[src/rtl/usb_bulk_out_ctrl_if.sv]
// usb_bulk_out_ctrl_if: receiver, FIFO and handshake-transmitter signals of the bulk OUT sequencer.
interface usb_bulk_out_ctrl_if;
    logic       rx_en;
    logic       rx_tok_vld;
    logic       rx_pid_vld;
    logic [3:0] rx_pid;
    logic [6:0] rx_addr;
    logic [3:0] rx_endp;
    logic       rx_byte_vld;
    logic       rx_eop;
    logic       crc_status;
    logic       fifo_full;
    logic       fifo_commit;
    logic       fifo_rollback;
    logic       pckt_rcvd;
    logic       tx_start;
    logic [3:0] tx_pid;
    logic       tx_done;
    logic       data_toggle;
    logic [7:0] nak_cnt;

    modport slave (
        output rx_en, fifo_commit, fifo_rollback, pckt_rcvd, tx_start, tx_pid, data_toggle, nak_cnt,
        input  rx_tok_vld, rx_pid_vld, rx_pid, rx_addr, rx_endp, rx_byte_vld, rx_eop,
               crc_status, fifo_full, tx_done
    );

    modport master (
        input  rx_en, fifo_commit, fifo_rollback, pckt_rcvd, tx_start, tx_pid, data_toggle, nak_cnt,
        output rx_tok_vld, rx_pid_vld, rx_pid, rx_addr, rx_endp, rx_byte_vld, rx_eop,
               crc_status, fifo_full, tx_done
    );
endinterface

[src/rtl/usb_bulk_out_ctrl.sv]
// usb_bulk_out_ctrl: bulk OUT transaction sequencer (token qualify, DATA0/1 toggle, ACK/NAK/silence).
// Define USB_RX_TIMEOUT_EN to add a token-to-data timeout of TIMEOUT_CYC cycles.
module usb_bulk_out_ctrl #(
    parameter logic [6:0] DEV_ADDR = 7'h55,
    parameter logic [3:0] DEV_ENDP = 4'h0,
    parameter int         MAX_PKT  = 64
`ifdef USB_RX_TIMEOUT_EN
    , parameter int       TIMEOUT_CYC = 144
`endif
) (
    input logic                sysclk,
    input logic                rst,
    usb_bulk_out_ctrl_if.slave bus
);
    localparam logic [3:0] PID_OUT = 4'b0001;
    localparam logic [3:0] PID_ACK = 4'b0010;
    localparam logic [3:0] PID_NAK = 4'b1010;
    localparam logic [7:0] MAX_B   = 8'(MAX_PKT);

    typedef enum logic [2:0] {IDLE, WAIT_DATA, RCV_DATA, DECIDE, SEND_HS, WAIT_TX} state_t;

    state_t     state, state_n;
    logic       rcv_tog, rcv_tog_n;
    logic [7:0] byte_cnt, cnt_n, inc;
    logic       full_f, full_n, ovf_f, ovf_n, crc_f, crc_n;
    logic       commit_n, rollback_n, rcvd_n, start_n, tog_n, rx_en_n;
    logic [3:0] pid_n;
    logic [7:0] nak_n;
    logic       tok_match, is_data, timeout;

    assign inc       = byte_cnt + 8'd1;
    assign tok_match = bus.rx_tok_vld && bus.rx_pid == PID_OUT && bus.rx_addr == DEV_ADDR && bus.rx_endp == DEV_ENDP;
    assign is_data   = bus.rx_pid[2:0] == 3'b011;

`ifdef USB_RX_TIMEOUT_EN
    localparam int TW = $clog2(TIMEOUT_CYC + 1);
    logic [TW-1:0] to_cnt;
    // Held at the load value outside WAIT_DATA, so it restarts on every entry.
    always_ff @(posedge sysclk or posedge rst)
        if (rst)
            to_cnt <= TW'(TIMEOUT_CYC);
        else if (state != WAIT_DATA)
            to_cnt <= TW'(TIMEOUT_CYC);
        else if (to_cnt != '0)
            to_cnt <= to_cnt - TW'(1);
    assign timeout = to_cnt == '0;
`else
    assign timeout = 1'b0;
`endif

    always_comb begin
        state_n    = state;
        rcv_tog_n  = rcv_tog;
        cnt_n      = byte_cnt;
        full_n     = full_f;
        ovf_n      = ovf_f;
        crc_n      = crc_f;
        commit_n   = 1'b0;
        rollback_n = 1'b0;
        rcvd_n     = 1'b0;
        start_n    = 1'b0;
        pid_n      = bus.tx_pid;
        tog_n      = bus.data_toggle;
        nak_n      = bus.nak_cnt;
        case (state)
            IDLE: state_n = tok_match ? WAIT_DATA : IDLE;
            WAIT_DATA:
                if (bus.rx_pid_vld && is_data) begin
                    rcv_tog_n = bus.rx_pid[3];
                    cnt_n     = 8'd0;
                    full_n    = 1'b0;
                    ovf_n     = 1'b0;
                    state_n   = RCV_DATA;
                end else if (bus.rx_pid_vld || bus.rx_tok_vld || timeout)
                    state_n = IDLE;
            RCV_DATA: begin
                cnt_n   = bus.rx_byte_vld ? inc : byte_cnt;
                ovf_n   = ovf_f || (bus.rx_byte_vld && inc > MAX_B);
                full_n  = full_f || bus.fifo_full;
                crc_n   = bus.rx_eop ? bus.crc_status : crc_f;
                state_n = bus.rx_eop ? DECIDE : RCV_DATA;
            end
            DECIDE:
                if (!crc_f || ovf_f) begin
                    rollback_n = 1'b1;
                    state_n    = IDLE;
                end else if (full_f) begin
                    rollback_n = 1'b1;
                    pid_n      = PID_NAK;
                    nak_n      = bus.nak_cnt + {7'd0, bus.nak_cnt != 8'hFF};
                    state_n    = SEND_HS;
                end else if (rcv_tog == bus.data_toggle) begin
                    commit_n = 1'b1;
                    rcvd_n   = 1'b1;
                    tog_n    = !bus.data_toggle;
                    pid_n    = PID_ACK;
                    state_n  = SEND_HS;
                end else begin
                    rollback_n = 1'b1;
                    pid_n      = PID_ACK;
                    state_n    = SEND_HS;
                end
            SEND_HS: begin
                start_n = 1'b1;
                state_n = WAIT_TX;
            end
            // tx_done coinciding with the tx_start pulse is too early to be real.
            WAIT_TX: state_n = (bus.tx_done && !bus.tx_start) ? IDLE : WAIT_TX;
            default: state_n = IDLE;
        endcase
        rx_en_n = state_n != SEND_HS && state_n != WAIT_TX;
    end

    always_ff @(posedge sysclk or posedge rst)
        if (rst) begin
            state             <= IDLE;
            rcv_tog           <= 1'b0;
            byte_cnt          <= 8'd0;
            full_f            <= 1'b0;
            ovf_f             <= 1'b0;
            crc_f             <= 1'b0;
            bus.rx_en         <= 1'b1;
            bus.fifo_commit   <= 1'b0;
            bus.fifo_rollback <= 1'b0;
            bus.pckt_rcvd     <= 1'b0;
            bus.tx_start      <= 1'b0;
            bus.tx_pid        <= 4'b0000;
            bus.data_toggle   <= 1'b0;
            bus.nak_cnt       <= 8'd0;
        end else begin
            state             <= state_n;
            rcv_tog           <= rcv_tog_n;
            byte_cnt          <= cnt_n;
            full_f            <= full_n;
            ovf_f             <= ovf_n;
            crc_f             <= crc_n;
            bus.rx_en         <= rx_en_n;
            bus.fifo_commit   <= commit_n;
            bus.fifo_rollback <= rollback_n;
            bus.pckt_rcvd     <= rcvd_n;
            bus.tx_start      <= start_n;
            bus.tx_pid        <= pid_n;
            bus.data_toggle   <= tog_n;
            bus.nak_cnt       <= nak_n;
        end
endmodule

[src/flat_wrapper.sv]
// flat-port wrapper written by rule: the top's interface ports become plain ports
module usb_bulk_out_ctrl_flat 
#(
    parameter logic [6:0] DEV_ADDR = 7'h55,
    parameter logic [3:0] DEV_ENDP = 4'h0,
    parameter int         MAX_PKT  = 64

)
  (sysclk, rst, bus_rx_en, bus_fifo_commit, bus_fifo_rollback, bus_pckt_rcvd, bus_tx_start, bus_tx_pid, bus_data_toggle, bus_nak_cnt, bus_rx_tok_vld, bus_rx_pid_vld, bus_rx_pid, bus_rx_addr, bus_rx_endp, bus_rx_byte_vld, bus_rx_eop, bus_crc_status, bus_fifo_full, bus_tx_done);
  usb_bulk_out_ctrl_if bus_i ();
  input logic sysclk;
  input logic rst;
  output wire logic [$bits(bus_i.rx_en)-1:0] bus_rx_en;
  output wire logic [$bits(bus_i.fifo_commit)-1:0] bus_fifo_commit;
  output wire logic [$bits(bus_i.fifo_rollback)-1:0] bus_fifo_rollback;
  output wire logic [$bits(bus_i.pckt_rcvd)-1:0] bus_pckt_rcvd;
  output wire logic [$bits(bus_i.tx_start)-1:0] bus_tx_start;
  output wire logic [$bits(bus_i.tx_pid)-1:0] bus_tx_pid;
  output wire logic [$bits(bus_i.data_toggle)-1:0] bus_data_toggle;
  output wire logic [$bits(bus_i.nak_cnt)-1:0] bus_nak_cnt;
  input wire logic [$bits(bus_i.rx_tok_vld)-1:0] bus_rx_tok_vld;
  input wire logic [$bits(bus_i.rx_pid_vld)-1:0] bus_rx_pid_vld;
  input wire logic [$bits(bus_i.rx_pid)-1:0] bus_rx_pid;
  input wire logic [$bits(bus_i.rx_addr)-1:0] bus_rx_addr;
  input wire logic [$bits(bus_i.rx_endp)-1:0] bus_rx_endp;
  input wire logic [$bits(bus_i.rx_byte_vld)-1:0] bus_rx_byte_vld;
  input wire logic [$bits(bus_i.rx_eop)-1:0] bus_rx_eop;
  input wire logic [$bits(bus_i.crc_status)-1:0] bus_crc_status;
  input wire logic [$bits(bus_i.fifo_full)-1:0] bus_fifo_full;
  input wire logic [$bits(bus_i.tx_done)-1:0] bus_tx_done;
  assign bus_rx_en = bus_i.rx_en;
  assign bus_fifo_commit = bus_i.fifo_commit;
  assign bus_fifo_rollback = bus_i.fifo_rollback;
  assign bus_pckt_rcvd = bus_i.pckt_rcvd;
  assign bus_tx_start = bus_i.tx_start;
  assign bus_tx_pid = bus_i.tx_pid;
  assign bus_data_toggle = bus_i.data_toggle;
  assign bus_nak_cnt = bus_i.nak_cnt;
  assign bus_i.rx_tok_vld = bus_rx_tok_vld;
  assign bus_i.rx_pid_vld = bus_rx_pid_vld;
  assign bus_i.rx_pid = bus_rx_pid;
  assign bus_i.rx_addr = bus_rx_addr;
  assign bus_i.rx_endp = bus_rx_endp;
  assign bus_i.rx_byte_vld = bus_rx_byte_vld;
  assign bus_i.rx_eop = bus_rx_eop;
  assign bus_i.crc_status = bus_crc_status;
  assign bus_i.fifo_full = bus_fifo_full;
  assign bus_i.tx_done = bus_tx_done;
  usb_bulk_out_ctrl #(.DEV_ADDR(DEV_ADDR), .DEV_ENDP(DEV_ENDP), .MAX_PKT(MAX_PKT)) u_core (.sysclk(sysclk), .rst(rst), .bus(bus_i));
endmodule
[config.mk]
export PLATFORM = sky130hd
export DESIGN_NAME = usb_bulk_out_ctrl_flat
export DESIGN_NICKNAME = d
export VERILOG_FILES = /design/src/rtl/usb_bulk_out_ctrl_if.sv /design/src/rtl/usb_bulk_out_ctrl.sv /design/src/flat_wrapper.sv
export SDC_FILE = /design/constraint.sdc
export NUM_CORES = 1
export LEC_CHECK = 0
export ABC_AREA = 1
export CAP_MARGIN = 20
export CORE_ASPECT_RATIO = 1.2
export CORE_MARGIN = 5
export CORE_UTILIZATION = 30
export CTS_BUF_LIST = sky130_fd_sc_hd__clkbuf_2
export DETAILED_ROUTE_END_ITERATION = 8
export PLACE_DENSITY = 0.58
export SLEW_MARGIN = 25
export SYNTH_ARGS = -nofsm -noshare
export SYNTH_HDL_FRONTEND = slang
export SYNTH_SLANG_ARGS = --single-unit
[constraint.sdc]
create_clock -name sysclk -period 4.6 [get_ports sysclk]
set_input_delay 0.92 -clock sysclk [delete_from_list [all_inputs] [get_ports sysclk]]
set_output_delay 0.92 -clock sysclk [all_outputs]
set_load 0.01 [all_outputs]
==> flow_summary.ini <==
[outcome]
status = completed

[logic_synthesis]
yosys-top-cells-area = dfrtp_1 (45%), nand2_1 (17%), inv_1 (8.0%), nand3_1 (4.1%), nor2_1 (3.8%)
synth.area.mux_share_pct = 0
yosys.area_share.simple_pct = 34.17
synth_compound_area_share_pct = 3.762
ys_seq_area_share_pct = 47.10
synthXorXnorAreaFrac_pct = 2.743
yosys.area.top_type_share_pct = 45.45
yosys.area_share.adder_pct = 2.351
yosysWarningCount = 0
netlist_instances = 210
mappedNetlistArea_mm2 = 0.001597
synth.distinct_cells = 24
synth_top_area_cell = dfrtp_1
synth_top_family_by_area = simple AND/OR/NAND/NOR gates
synth.avg_cell_area_um2 = 7.603
synth_seq_cells = 30

[run]
drv_cap = 0

[worst_setup_path]
worstPathMaxFanout = 1
crit_chain = clkdlybuf4s50_1
cp.required_ns = 3.68
start_kind = register
critPathTopFamily = flip-flops
max_stage_delay_ns = 0.54
r2r_start = u_core.bus.nak_cnt[4]$_DFFE_PP0P_
slowest_stage = dfstp_2
arrival_ns = 1.40
critPathLaunch = u_core.bus.rx_en$_DFF_PP1_
critPathKind = register to primary output
worst_setup_path_end_kind = primary output
path_buf_inv = 1

[place]
post_dp_cell_area_mm2 = 0.002053
io_buffers = 39
dp.final_hpwl_um = 2644
gp_congestion = 0.7523
dp.cells = 310

[power_and_ir_drop]
p_per_area_mw_per_mm2 = 206.4
p_clk_share_pct = 28.6
switching_power_mw = 0.1053
peakVddDrop_uv = 73.49
sequentialPowerShare_pct = 62.8
intPower_mw = 0.3264
power.leakage_nw = 1.105
p_sw_share_pct = 24.39
combPwrFrac_pct = 8.6

[timing]
finClkSkew_ns = 0.008566
rsz0062_at_grt = false
hold_viol = 0
drv_slew = 0
timing.final.crit_share_pct = 50.45
setup_violations = 0
fin_crit_ns = 2.321
setup_tns_ns = 0
max_freq_ghz = 0.4309

[detailed_routing]
ant_nets = 0
drc = 0
wl_um = 3310
drtIter0Drc = 45
viasPerCell = 4.327
drtPass1Iterations = 4
vias = 1376
wl_per_cell_um = 10.41

[layout]
postLayoutCoreUtil_pct = 40.04
final_common_cell = nand2_1
drive_gt1_share_pct = 6.641
antennaDiodeCount = 0
syn_to_final_growth_pct = 31.03
fin_nets = 282
finalInstanceArea_mm2 = 0.002092
stdcell_count = 318
final_cell_mix = nand2_1 (73), clkdlybuf4s50_1 (39), inv_1 (34)

[clocking]
clkTransAtPathRegs_ns = 0.14
clock_sinks = 30
cts_tree = done
htree_levels = 2
cts_hold_buf = 0
clockBufferDepth = 2
cts_buffers = 5
clk_latency_ns = 0.35
root_buffer = clkbuf_2
ctsResizeCount = 0
cts_setup_buffers = 0

[floorplanning]
start_util_pct = 30.56
num_rows = 29
core-area_mm2 = 0.005225
dieArea_mm2 = 0.006887
io_pins = 42
die-width_um = 76.60
die_h_um = 89.92

[global_route]
grtUsageTotal_pct = 10.24
grt_pass1_vias = 1324
antenna_found_initial = 0
grt.overflow.total = 0
grt_max_degree = 31
grt_pass1_wl_um = 5768

[worst_hold_path]
hold_class = register to register
hold_path.startpoint = u_core.bus.tx_pid[1]$_DFFE_PP0P_
## power groups by stage
stage / Clock [mW] / Sequential [mW] / Combinational (mW)
final: 0.123 / 0.271 / 0.0371
after global routing: 0.147 / 0.272 / 0.0418
after CTS: 0.131 / 0.271 / 0.0379
after detailed placement: 0 / 0.276 / 0.0379
after global placement: 0 / 0.276 / 0.0374
after floorplan: 0 / 0.275 / 0.0154
## cells by family (layout without fill, tap and decap cells)
logic type / after synthesis / count (layout)
other: 1 / 2
AND/OR/NAND/NOR: 122 / 122
adder cells (fa/ha/maj): 3 / 3
buffers and inverters: 38 / 83
XOR/XNOR: 5 / 5
AO/OA/AOI/OAI: 11 / 11
flip-flops: 30 / 30
## worst paths after layout
check                                                     to  slack [ns]  cells past startpoint
hold reg to reg             u_core.bus.tx_pid[1]$_DFFE_PP0P_        0.49                      1
max in group asynchronous         u_core.bus.rx_en$_DFF_PP1_        3.34                      3
min in group asynchronous     u_core.byte_cnt[4]$_DFFE_PP0P_        0.93                      3
setup / recovery                                   bus_rx_en        2.28                      1
hold / removal              u_core.bus.tx_pid[1]$_DFFE_PP0P_        0.49                      1
setup reg to reg           u_core.bus.nak_cnt[2]$_DFFE_PP0P_        2.82                      8
## final cells by class
type	instances	area, µm²
fillers	538	3133
multi-input cells	143	694.4
well taps	62	77.57
flip-flops and latches	30	752.0
repair buffers	40	397.9
clock buffers	6	30.03
clock inverters	2	8.758
inverters	35	131.4
## per-stage QoR
stage / worst slack, ns / hold WS (ns) / power (mW)
finish: 2.279 / 0.4931 / 0.4317
detailed placement: 2.308 / 0.4690 / 0.3138
global route: 2.171 / 0.5280 / 0.4607
CTS: 2.240 / 0.5029 / 0.4403
floorplan: 2.920 / 0.4694 / 0.2902
global placement: 2.335 / 0.4548 / 0.3133
## metal layers
layer | share of wire, % | routed length (µm) | track usage (%)
met5 | 0 | 0 | 0
met3 | 3.8 | 127 | 4.000
met1 | 43 | 1418 | 11.34
met2 | 52 | 1723 | 17.71
met4 | 1.2 | 41 | 3.499
## cell usage after synthesis
master	n
nand2_1	73
nor2_4	3
dfrtp_1	29
nand2_4	1
inv_1	34
nand4_1	4
nand3_2	1
o21ai_0	6
conb_1	1
nor3_1	7
o31ai_1	1
nor2_1	16
ha_1	3
nand3_1	13
dfstp_2	1
nand3b_1	2
inv_2	1
nor3_2	1
xnor2_1	1
o22ai_1	2
a21oi_1	2
xor2_1	4
buf_4	3
or2_2	1
## registers in the layout, summed over array words and instances, names as in the netlist, 2 cells and up
name                cells
u_core.bus.tx_pid       2
u_core.byte_cnt         8
u_core.state            3
u_core.bus.nak_cnt      8
(Power assumes the default switching activity.)
